**config.mk**
```make
export PLATFORM = sky130hd
export DESIGN_NAME = counter_ctrl
export DESIGN_NICKNAME = d
export VERILOG_FILES = /design/src/rtl/counter_ctrl.sv
export SDC_FILE = /design/constraint.sdc
export NUM_CORES = 1
export LEC_CHECK = 0
export BUFFER_PORTS_ARGS = -buffer_cell sky130_fd_sc_hd__buf_2
export CAP_MARGIN = 20
export CORE_ASPECT_RATIO = 1.4
export CORE_MARGIN = 2
export CORE_UTILIZATION = 58
export CTS_CLUSTER_DIAMETER = 200
export DETAILED_ROUTE_END_ITERATION = 10
export PLACE_DENSITY = 0.79
export SYNTH_ARGS = -nofsm -noshare
export SYNTH_HDL_FRONTEND = slang
export SYNTH_SLANG_ARGS = --single-unit
```
**constraint.sdc**
```tcl
create_clock -name clk -period 2.55 [get_ports clk]
set_input_delay 0.51 -clock clk [delete_from_list [all_inputs] [get_ports clk]]
set_output_delay 0.51 -clock clk [all_outputs]
set_load 0.02 [all_outputs]
```
**src/rtl/counter_ctrl.sv**
```systemverilog
`default_nettype none
// +------------------------------------------------------------------------+
// | counter_ctrl : command queue + sequencer driving a 4-bit up/down counter|
// | Optional wrap guard: define CNT_CTRL_WRAP_STOP_EN.   Revision: 1.0      |
// +------------------------------------------------------------------------+
module counter_ctrl #(
   parameter int LEN_W = 8
) (
   input  logic             clk,
   input  logic             rst,
   input  logic             cmd_valid,
   output logic             cmd_ready,
   input  logic [3:0]       cmd_start,
   input  logic             cmd_dir,
   input  logic [LEN_W-1:0] cmd_len,
   input  logic             abort,
   input  logic [3:0]       cnt_q,
   output logic             cnt_load,
   output logic [3:0]       cnt_data,
   output logic             cnt_updown,
   output logic             busy,
   output logic             done,
   output logic             aborted,
   output logic             wrap_stop
);

   typedef enum logic [1:0] {
      S_IDLE = 2'd0,
      S_LOAD = 2'd1,
      S_RUN  = 2'd2,
      S_DONE = 2'd3
   } state_t;

   typedef struct packed {
      logic [3:0]       start;
      logic             dir;
      logic [LEN_W-1:0] len;
   } cmd_t;

   state_t           state_q, state_d;
   cmd_t             fifo_q [0:1];
   logic             rd_ptr_q, wr_ptr_q;
   logic [1:0]       count_q;
   cmd_t             cur_q, cur_d;
   logic [LEN_W-1:0] rem_q, rem_d;
   logic             done_q, aborted_q;

   cmd_t w_cmd_in;
   logic w_empty, w_full, w_push_req, w_push, w_pop, w_bypass, w_end_abort;

   assign w_cmd_in   = {cmd_start, cmd_dir, cmd_len};
   assign w_empty    = (count_q == 2'd0);
   assign w_full     = (count_q == 2'd2);
   assign cmd_ready  = !w_full;
   assign w_push_req = cmd_valid && cmd_ready;
   // A command arriving at an idle controller with an empty queue goes straight to LOAD.
   assign w_push     = w_push_req && !w_bypass;

`ifdef CNT_CTRL_WRAP_STOP_EN
   logic w_end_wrap;
   logic wrap_q;
   assign wrap_stop = wrap_q;
`else
   assign wrap_stop = 1'b0;
`endif

   always_comb begin
      state_d     = state_q;
      cur_d       = cur_q;
      rem_d       = rem_q;
      cnt_load    = 1'b1;
      cnt_data    = cnt_q;
      cnt_updown  = 1'b0;
      busy        = 1'b0;
      w_pop       = 1'b0;
      w_bypass    = 1'b0;
      w_end_abort = 1'b0;
`ifdef CNT_CTRL_WRAP_STOP_EN
      w_end_wrap  = 1'b0;
`endif
      case (state_q)
         S_IDLE: begin
            if (!w_empty) begin
               w_pop   = 1'b1;
               cur_d   = fifo_q[rd_ptr_q];
               state_d = S_LOAD;
            end else if (w_push_req) begin
               w_bypass = 1'b1;
               cur_d    = w_cmd_in;
               state_d  = S_LOAD;
            end
         end
         S_LOAD: begin
            busy       = 1'b1;
            cnt_updown = cur_q.dir;
            if (abort) begin
               w_end_abort = 1'b1;
               state_d     = S_DONE;
            end else begin
               cnt_data = cur_q.start;
               rem_d    = cur_q.len;
               state_d  = (cur_q.len != '0) ? S_RUN : S_DONE;
            end
         end
         S_RUN: begin
            busy       = 1'b1;
            cnt_updown = cur_q.dir;
            if (abort) begin
               w_end_abort = 1'b1;
               state_d     = S_DONE;
`ifdef CNT_CTRL_WRAP_STOP_EN
            end else if ((cur_q.dir && cnt_q == 4'd15) || (!cur_q.dir && cnt_q == 4'd0)) begin
               w_end_wrap = 1'b1;
               state_d    = S_DONE;
`endif
            end else begin
               cnt_load = 1'b0;
               rem_d    = rem_q - LEN_W'(1);
               if (rem_q == LEN_W'(1)) begin
                  state_d = S_DONE;
               end
            end
         end
         S_DONE: begin
            if (!w_empty) begin
               w_pop   = 1'b1;
               cur_d   = fifo_q[rd_ptr_q];
               state_d = S_LOAD;
            end else begin
               state_d = S_IDLE;
            end
         end
         default: state_d = S_IDLE;
      endcase
   end

   always_ff @(posedge clk or negedge rst) begin
      if (!rst) begin
         state_q   <= S_IDLE;
         fifo_q[0] <= '0;
         fifo_q[1] <= '0;
         rd_ptr_q  <= 1'b0;
         wr_ptr_q  <= 1'b0;
         count_q   <= 2'd0;
         cur_q     <= '0;
         rem_q     <= '0;
         done_q    <= 1'b0;
         aborted_q <= 1'b0;
      end else begin
         state_q   <= state_d;
         cur_q     <= cur_d;
         rem_q     <= rem_d;
         done_q    <= (state_d == S_DONE);
         aborted_q <= w_end_abort;
         if (w_push) begin
            fifo_q[wr_ptr_q] <= w_cmd_in;
            wr_ptr_q         <= ~wr_ptr_q;
         end
         if (w_pop) begin
            rd_ptr_q <= ~rd_ptr_q;
         end
         count_q <= count_q + 2'(w_push) - 2'(w_pop);
      end
   end

`ifdef CNT_CTRL_WRAP_STOP_EN
   always_ff @(posedge clk or negedge rst) begin
      if (!rst) begin
         wrap_q <= 1'b0;
      end else begin
         wrap_q <= w_end_wrap;
      end
   end
`endif

   assign done    = done_q;
   assign aborted = aborted_q;

endmodule
`default_nettype wire

```
==> metrics.md, run 1 <==
| Metric | Value |
|---|---|
| Min Tclk post-route | `2.37 ns` |
| Ys async rst share | `100%` |
| Sequential area share after synthesis | `48.6%` |
| Total nets after synthesis | `289` |
| Cell chain of the critical path | `inv_1 > ha_1 > nand2b_1 > mux2_2 > buf_2` |
| Yosys reg bits | `55` |
| Slew Limit Headroom | `45.5%` |
| Sequential share of power | `40.0%` |
| Die area | `0.00546 mm^2` |
| Worst R2R Path Depth | `7` |
| Slowest stage delay, CP | `0.40 ns` |
| Synth Instances | `260` |
| Worst-skew pair later-pin latency | `0.31 ns` |
| DIE HEIGHT | `86.7 um` |
| Area post-placement | `0.00303 mm^2` |
| Routability congestion estimate | `0.804` |
| Gr ovfl total | `0` |
| Most frequent cell after synthesis | `dfrtp_1` |
| Switching part of the total | `40.7%` |
| Cell taking the most area after synthesis | `dfrtp_1` |
| # resized after CTS | `0` |
| Fin crit share | `93.1%` |
| Power per cell area | `1360 mW/mm^2` |
| Lkg Pwr | `1.47 nW` |
| Row count | `30` |
| Clock sinks | `55` |
| Distinct cells, synth | `44` |
| Area growth from synthesis to layout | `10.1%` |
| Crit path depth | `5` |
| Max-Cap Viols | `0` |
| Initial Util | `59.4%` |
| Register area | `0.00138 mm^2` |
| Critical path required time | `2.04 ns` |
| Commonest cells in the synthesized netlist | `dfrtp_1, nor2_1, a21oi_1, mux2_2, o21ai_0` |
| Fin. max-slew vios | `0` |
| Hold_ws | `0.199 ns` |
| Routed wire length | `5550 um` |
| Buf/Inv on CP | `2` |
| Setup TNS | `0 ns` |
| Clock-pin slew on the worst setup and hold paths | `0.10 ns` |
| DR WL/cell | `15.6 um` |
| Post-synth EDFFs | `0` |
| R2R Path Start | `state_q[0]` |
| Nets | `319` |
| RSZ-0062 raised after global routing | `false` |
| Initial antenna violation count | `0` |
| Routed vias/inst | `5.57` |
| Initial DRC count | `121` |
| CP max stage cell | `dfrtp_1` |
| Slew @ Worst Pin | `0.817 ns` |
| Worst Path Arrival | `1.86 ns` |
| Port Buffer Count | `30` |
| Clock Tree Root | `clkbuf_8` |
| Status | `finished, final reports clean` |
| Internal power | `0.00251 W` |
| Net switching power | `0.00173 W` |
| Num CTS Buffers | `5` |
| Fmax achieved | `0.421 GHz` |
| Post-Syn Area | `0.00283 mm^2` |
| Core area | `0.00477 mm^2` |
| Cell area after layout | `0.00312 mm^2` |
| Cts hold-fix bufs | `0` |
| Post-synth top area share | `48.6%` |
| Endpoints failing setup | `0` |
| TritonCTS clock tree | `yes` |
| Vias | `1978` |
| Crit start category | `register` |
| # fillers | `386` |
| Synth Warn # | `0` |
| Comb pwr share | `48.6%` |
| Top-level port count | `32` |
| Die X | `63.0 um` |
| H-Tree Depth | `2` |
| DRT Pass-1 Iters | `4` |
| Ranking of synthesized cells by area | `dfrtp_1, mux2_2, mux2_4` |
| R2r endpoint | `fifo_q[14]` |
| R2R setup slack | `0.65 ns` |
| Vias in the first global route | `2072` |
| Share of post-route cells with drive strength above 1 | `28.5%` |
| Most used flip-flop cell after synthesis | `dfrtp_1` |
| Worst vdd ir | `694 uV` |
| Global-route wire length before repair | `9710 um` |
| # DRC | `0` |
| Hold Crit Class | `in2async` |
| CP max FO | `9` |
| Total GRT Usage | `22.7%` |
| Area used by multi-input combinational logic | `0.00132 mm^2` |
| Pin count of the biggest net entering global routing | `27` |
| Final Hold Vio Count | `0` |
| Clock tree buffer depth | `2` |
| Setup bufs post-CTS | `0` |
| Antenna cell count | `0` |
| DRT antenna net count | `0` |
| Avg Inst Size Synth | `10.9 um^2` |
| Clock share of power | `11.4%` |
| CP endpoint kind | `output pin` |
| Crit path kind | `reg2out` |
| Total power | `0.00424 W` |
| HPWL after DPL | `4020 um` |
| Fin Clk Skew | `0.00471 ns` |
| Cell family with most CP delay | `flip-flops` |
[logic make-up (layout without fill, tap and decap cells)]
logic type | count (synthesis) | in the layout | share of synthesized area (%)
and+or+nand+nor | 67 | 67 | 12.4
adders and majority gates | 8 | 8 | 3.54
DFF | 55 | 55 | 48.6
AOI/OAI and AO/OA | 57 | 57 | 11.9
muxes | 43 | 43 | 17.7
xor gates and xnor gates | 3 | 3 | 0.929
buffers and inverters | 26 | 57 | 4.69
other | 1 | 1 | 0.132
[worst register-to-register path, cell delays in order, from the launching register on]
cell and delay, ns:
dfrtp_1 0.43, inv_1 0.11, ha_1 0.29, nor2_4 0.07, o21ai_2 0.15, or2_1 0.12
buf_4 0.25, mux2_2 0.37
[layout make-up]
| class | count | area share, % |
|---|---|---|
| clock inverters | 3 | 0.602 |
| flip-flops and latches | 55 | 44.2 |
| inverters | 11 | 1.32 |
| well taps | 64 | 2.57 |
| repair buffers | 38 | 6.74 |
| multi-input cells | 179 | 42.4 |
| clock buffers | 5 | 2.21 |
[metal layers]
layer / vias up / track usage [%] / share of wire, %
met3: 5 / 2.73 / 3.0
li1: 960 / - / -
met5: - / 0 / 0
met2: 41 / 42.6 / 55
met4: 0 / 7.07 / 0.92
met1: 972 / 27.0 / 41
[worst max path at each step]
stage                        to        from  slack (ns)
floorplan           cnt_data[0]       abort        0.71
global placement    cnt_data[0]  state_q[1]        0.58
detailed placement  cnt_data[2]  state_q[1]        0.52
CTS                 cnt_data[2]  state_q[1]        0.17
global route        cnt_data[2]  state_q[1]        0.05
finish              cnt_data[2]  state_q[1]        0.18
[placed cells by master (no fill, tap or decap), types with 3 or more instances in the layout]
cell type | synthesis | routed
nor2_1 | 24 | 24
and2_1 | 3 | 3
o22a_1 | 3 | 3
dfrtp_1 | 55 | 55
o21ai_0 | 18 | 18
mux2i_1 | 13 | 13
mux2_2 | 21 | 21
nor3_1 | 5 | 5
ha_1 | 8 | 8
nand2_1 | 16 | 16
inv_1 | 11 | 11
buf_2 | 4 | 30
nand2b_1 | 5 | 5
a21oi_1 | 22 | 22
buf_4 | 2 | 8
mux2_4 | 9 | 9
clkbuf_8 | 0 | 5
[power by group through the flow]
stage                     Clock (W)  Sequential (W)  Combinational, W
after global placement            0         0.00168           0.00197
final                      0.000483         0.00170           0.00206
after detailed placement          0         0.00171           0.00206
after global routing       0.000525         0.00176           0.00232
after floorplan                   0         0.00156           0.00171
after CTS                  0.000492         0.00169           0.00208
[flip-flops by register name, summed over array words and instances, names as in the netlist]
signal    cells
aborted       1
count_q       2
cur_q        13
done          1
fifo_q       26
rd_ptr_q      1
rem_q         8
state_q       2
wr_ptr_q      1
[per-stage QoR]
| stage | setup WS [ns] | utilization, % | instances |
|---|---|---|---|
| 2_1_floorplan | 0.715 | - | 260 |
| 3_3_place_gp | 0.575 | 63.5 | 347 |
| 3_5_place_dp | 0.517 | 63.5 | 347 |
| 4_1_cts | 0.167 | 65.4 | 355 |
| 5_1_grt | 0.0480 | 65.4 | 355 |
| 6_report | 0.176 | 65.4 | 355 |
No activity file was read; power rests on OpenSTA's default activity.
==> run 2: changes to the inputs <==
--- a/config.mk
+++ b/config.mk
@@ -5,6 +5,7 @@
 export SDC_FILE = /design/constraint.sdc
 export NUM_CORES = 1
 export LEC_CHECK = 0
+export ABC_AREA = 1
 export BUFFER_PORTS_ARGS = -buffer_cell sky130_fd_sc_hd__buf_2
 export CAP_MARGIN = 20
 export CORE_ASPECT_RATIO = 1.4
==> constraint.sdc (replaced) <==
create_clock -name clk -period 2.31 [get_ports clk]
set_input_delay 0.462 -clock clk [delete_from_list [all_inputs] [get_ports clk]]
set_output_delay 0.462 -clock clk [all_outputs]
set_load 0.02 [all_outputs]
==> run 2 against run 1 <==
Compared with the run above:
- largest power group unchanged
- wire length increased by 0.31%
- clock power grew 8.5%
- sequential power up 6%
- via count grew 19%
- critical path type unchanged
- combinational power rose by 12%
- critical endpoint is now cnt_load
- core utilization rose by 0.11 points
- die area up 1.8%
- synthesized cell count is 40% higher
- first-iteration DRC count down 18%
- flip-flop and latch count did not move
- largest cell class unchanged
- synthesized area rose by 1.9%
==> metrics.md, run 2 <==
| Metric | Value |
|---|---|
| Cell taking the most area after synthesis | `dfrtp_1` |
| Clock Tree Root | `clkbuf_8` |
| Post-route setup slack | `0.177 ns (+0.000692 ns)` |
| Die X | `63.6 um (+0.88%)` |
| Area growth from synthesis to layout | `9.11%` |
| Crit start category | `register` |
| Num CTS Buffers | `5 (unchanged)` |
| Largest Register | `fifo_q` |
| Post-synth top area share | `47.7% (-0.91 points)` |
| Area post-placement | `0.00304 mm^2 (+0.45%)` |
| CP max stage cell | `dfrtp_1` |
| Avg Inst Size Synth | `7.92 um^2 (-27%)` |
| Fmax achieved | `0.469 GHz` |
| TritonCTS clock tree | `yes` |
| Crit path kind | `reg2out` |
| Vias in the first global route | `2299 (+11%)` |
| Clock-pin slew on the worst setup and hold paths | `0.09 ns (about the same)` |
| Buf/Inv on CP | `4 (+2)` |
| Max FFs per register | `26 (unchanged)` |
| Fin. max-slew vios | `0 (unchanged)` |
| Most frequent cells in the layout | `nand2_1, dfrtp_1, inv_1, o21ai_0, buf_2` |
| Final Hold Vio Count | `0 (unchanged)` |
| Worst Path Arrival | `1.67 ns (-0.19 ns)` |
| Initial DRC count | `99 (-18%)` |
| Leading registers by flop count | `fifo_q (26), cur_q (13), rem_q (8)` |
| Commonest non-fill, non-tap cell in the layout | `nand2_1` |
| # DRC | `0 (unchanged)` |
| Commonest cells in the synthesized netlist | `nand2_1, dfrtp_1, inv_1, o21ai_0, o21ai_1` |
| Post-Syn Area | `0.00288 mm^2 (+1.9%)` |
| Ys async rst share | `100% (unchanged)` |
| Most frequent cell after synthesis | `nand2_1` |
| Row count | `30 (unchanged)` |
| Vias | `2359 (+19%)` |
| Lkg Pwr | `1.63 nW (+11%)` |
| Worst vdd ir | `762 uV (+9.7%)` |
| Cts hold-fix bufs | `0 (unchanged)` |
| Pin count of the biggest net entering global routing | `34 (+26%)` |
| Routed wire length | `5570 um (+0.31%)` |
| Fin crit share | `92.3%` |
| Slew Limit Headroom | `48.6% (+3.1 points)` |
| DR WL/cell | `12.2 um (-22%)` |
| Power per cell area | `1470 mW/mm^2 (+8.4%)` |
| Ranking of synthesized cells by area | `dfrtp_1, nand2_1, o21ai_0` |
| Synth Warn # | `0 (unchanged)` |
| Total power | `0.00464 W (+9.5%)` |
| # fillers | `449 (+16%)` |
| Initial antenna violation count | `0 (unchanged)` |
| Clock sinks | `55 (unchanged)` |
| Synth Instances | `364 (+40%)` |
| Crit path top cell by count | `inv_1` |
| Routed vias/inst | `5.18 (-6.9%)` |
| Sequential area share after synthesis | `47.7% (-0.91 points)` |
| Total nets after synthesis | `393 (+36%)` |
| Core area | `0.00480 mm^2 (+0.79%)` |
| Total GRT Usage | `22.1% (-0.58 points)` |
| Slew @ Worst Pin | `0.771 ns (-0.0465 ns)` |
| CP endpoint kind | `output pin` |
| Cell area after layout | `0.00315 mm^2 (+0.96%)` |
| Most used flip-flop cell after synthesis | `dfrtp_1` |
| DRT Pass-1 Iters | `4 (unchanged)` |
| Top-level port count | `32 (unchanged)` |
| Hold Crit Class | `in2async` |
| Yosys reg bits | `55 (unchanged)` |
| Port Buffer Count | `30 (unchanged)` |
| Initial Util | `60.0% (+0.66 points)` |
| Max-Cap Viols | `0 (unchanged)` |
| DIE HEIGHT | `87.4 um (+0.90%)` |
| Cell family with most CP delay | `buffers and inverters` |
| Worst-skew pair later-pin latency | `0.30 ns (about the same)` |
| Routability congestion estimate | `0.854 (+6.3%)` |
| DRT antenna net count | `0 (unchanged)` |
| Status | `finished, final reports clean` |
| Die area | `0.00556 mm^2 (+1.8%)` |
| Pre-CTS WS | `0.438 ns (-0.0785 ns)` |
| Antenna cell count | `0 (unchanged)` |
| Gr ovfl total | `0 (unchanged)` |
| Post-synth EDFFs | `0 (unchanged)` |
| Min Tclk post-route | `2.13 ns` |
| RSZ-0062 raised after global routing | `false` |
| Nets | `420 (+32%)` |
| Endpoints failing setup | `0 (unchanged)` |
| Clock tree buffer depth | `2 (unchanged)` |
| Slowest stage delay, CP | `0.43 ns (+0.03 ns)` |
| HPWL after DPL | `4040 um (+0.47%)` |
| Share of post-route cells with drive strength above 1 | `13.8% (-15 points)` |
| Setup TNS | `0 ns (unchanged)` |
| Critical path required time | `1.85 ns (-0.19 ns)` |
| Distinct cells, synth | `30 (-32%)` |
| Fin Clk Skew | `0.00554 ns (+0.000830 ns)` |
| H-Tree Depth | `2 (unchanged)` |
| Global-route wire length before repair | `9820 um (+1.1%)` |
| CP max FO | `7 (-2)` |
| Cell chain of the critical path | `inv_1 > ha_2 > inv_1 > nor2_4 > inv_1 > buf_2` |
run 2: cell count changes in the layout (fill, tap and decap cells not counted), moves of 5 or more:
cell | previous run | this run
mux2_4 | 9 | 0
mux2i_1 | 13 | 0
o21ai_1 | 0 | 21
nand2b_1 | 5 | 0
nor2_1 | 24 | 19
a21oi_1 | 22 | 7
o21ai_0 | 18 | 39
nand2_1 | 16 | 130
mux2_2 | 21 | 0
inv_1 | 11 | 39
buf_4 | 8 | 1
run 2: layer usage:
layer / up-vias / GRT usage [%] / share of wire (%)
met5: - / 0 / 0
met1: 1098 / 26.6 / 44
met2: 52 / 41.1 / 52
li1: 1200 / - / -
met3: 9 / 2.59 / 3.3
met4: 0 / 7.11 / 1.5
run 2: logic make-up after synthesis:
kind of cell | after synthesis | synth area share (%)
flops | 55 | 47.7
fa+ha+maj | 8 | 3.47
simple gates | 168 | 25.0
buf+inv | 53 | 8.63
xor+xnor | 3 | 0.911
other cells | 1 | 0.130
compound gates | 76 | 14.1
run 2: final timing paths:
| kind | start | end | slack, ns | cells past startpoint |
|---|---|---|---|---|
| setup reg to reg | state_q[0] | count_q[1] | 0.51 | 8 |
| max in group asynchronous | rst | fifo_q[9] | 1.61 | 2 |
| setup / recovery | state_q[0] | cnt_load | 0.18 | 6 |
| hold / removal | rst | done | 0.13 | 1 |
| hold reg to reg | fifo_q[19] | fifo_q[19] | 0.47 | 2 |
| min in group clk | cmd_len[7] | fifo_q[20] | 0.39 | 3 |
run 2: repair_timing:
action / in CTS / in global routing
resized for setup: 0 / 2
endpoints found under the setup margin: 0 / 2
hold endpoints to repair: 0 / 0
setup buffers: 0 / 0
run 2: area by class of cell:
type / instances / area (um^2) / share of cell area, %
well taps: 64 / 80.1 / 2.54
multi-input cells: 256 / 1260 / 40.2
flip-flops and latches: 55 / 1380 / 43.7
clock buffers: 6 / 82.6 / 2.62
repair buffers: 33 / 189 / 6.00
inverters: 40 / 150 / 4.77
clock inverters: 1 / 5.00 / 0.159
run 2: stage by stage:
step | hold slack, ns | instances | util, %
global placement | 0.448 | 447 | 63.3
detailed placement | 0.453 | 447 | 63.3
finish | 0.134 | 455 | 65.5
CTS | 0.143 | 454 | 65.2
floorplan | 0.166 | 364 | -
global route | 0.182 | 455 | 65.5
run 2: report_power, final:
part / switching, W / total [W] / leakage [nW] / internal [W]
Combinational: 0.00148 / 0.00231 / 0.906 / 0.000834
Sequential: 0.000350 / 0.00180 / 0.676 / 0.00145
Clock: 0.000288 / 0.000524 / 0.0470 / 0.000236
run 2: worst register-to-register path: stages (launching register included):
cell     delay (ns)
dfrtp_1        0.42
inv_1          0.10
ha_1           0.30
nand2_4        0.11
nand3_4        0.13
ha_1           0.31
inv_1          0.03
ha_1           0.17
xnor2_1        0.12
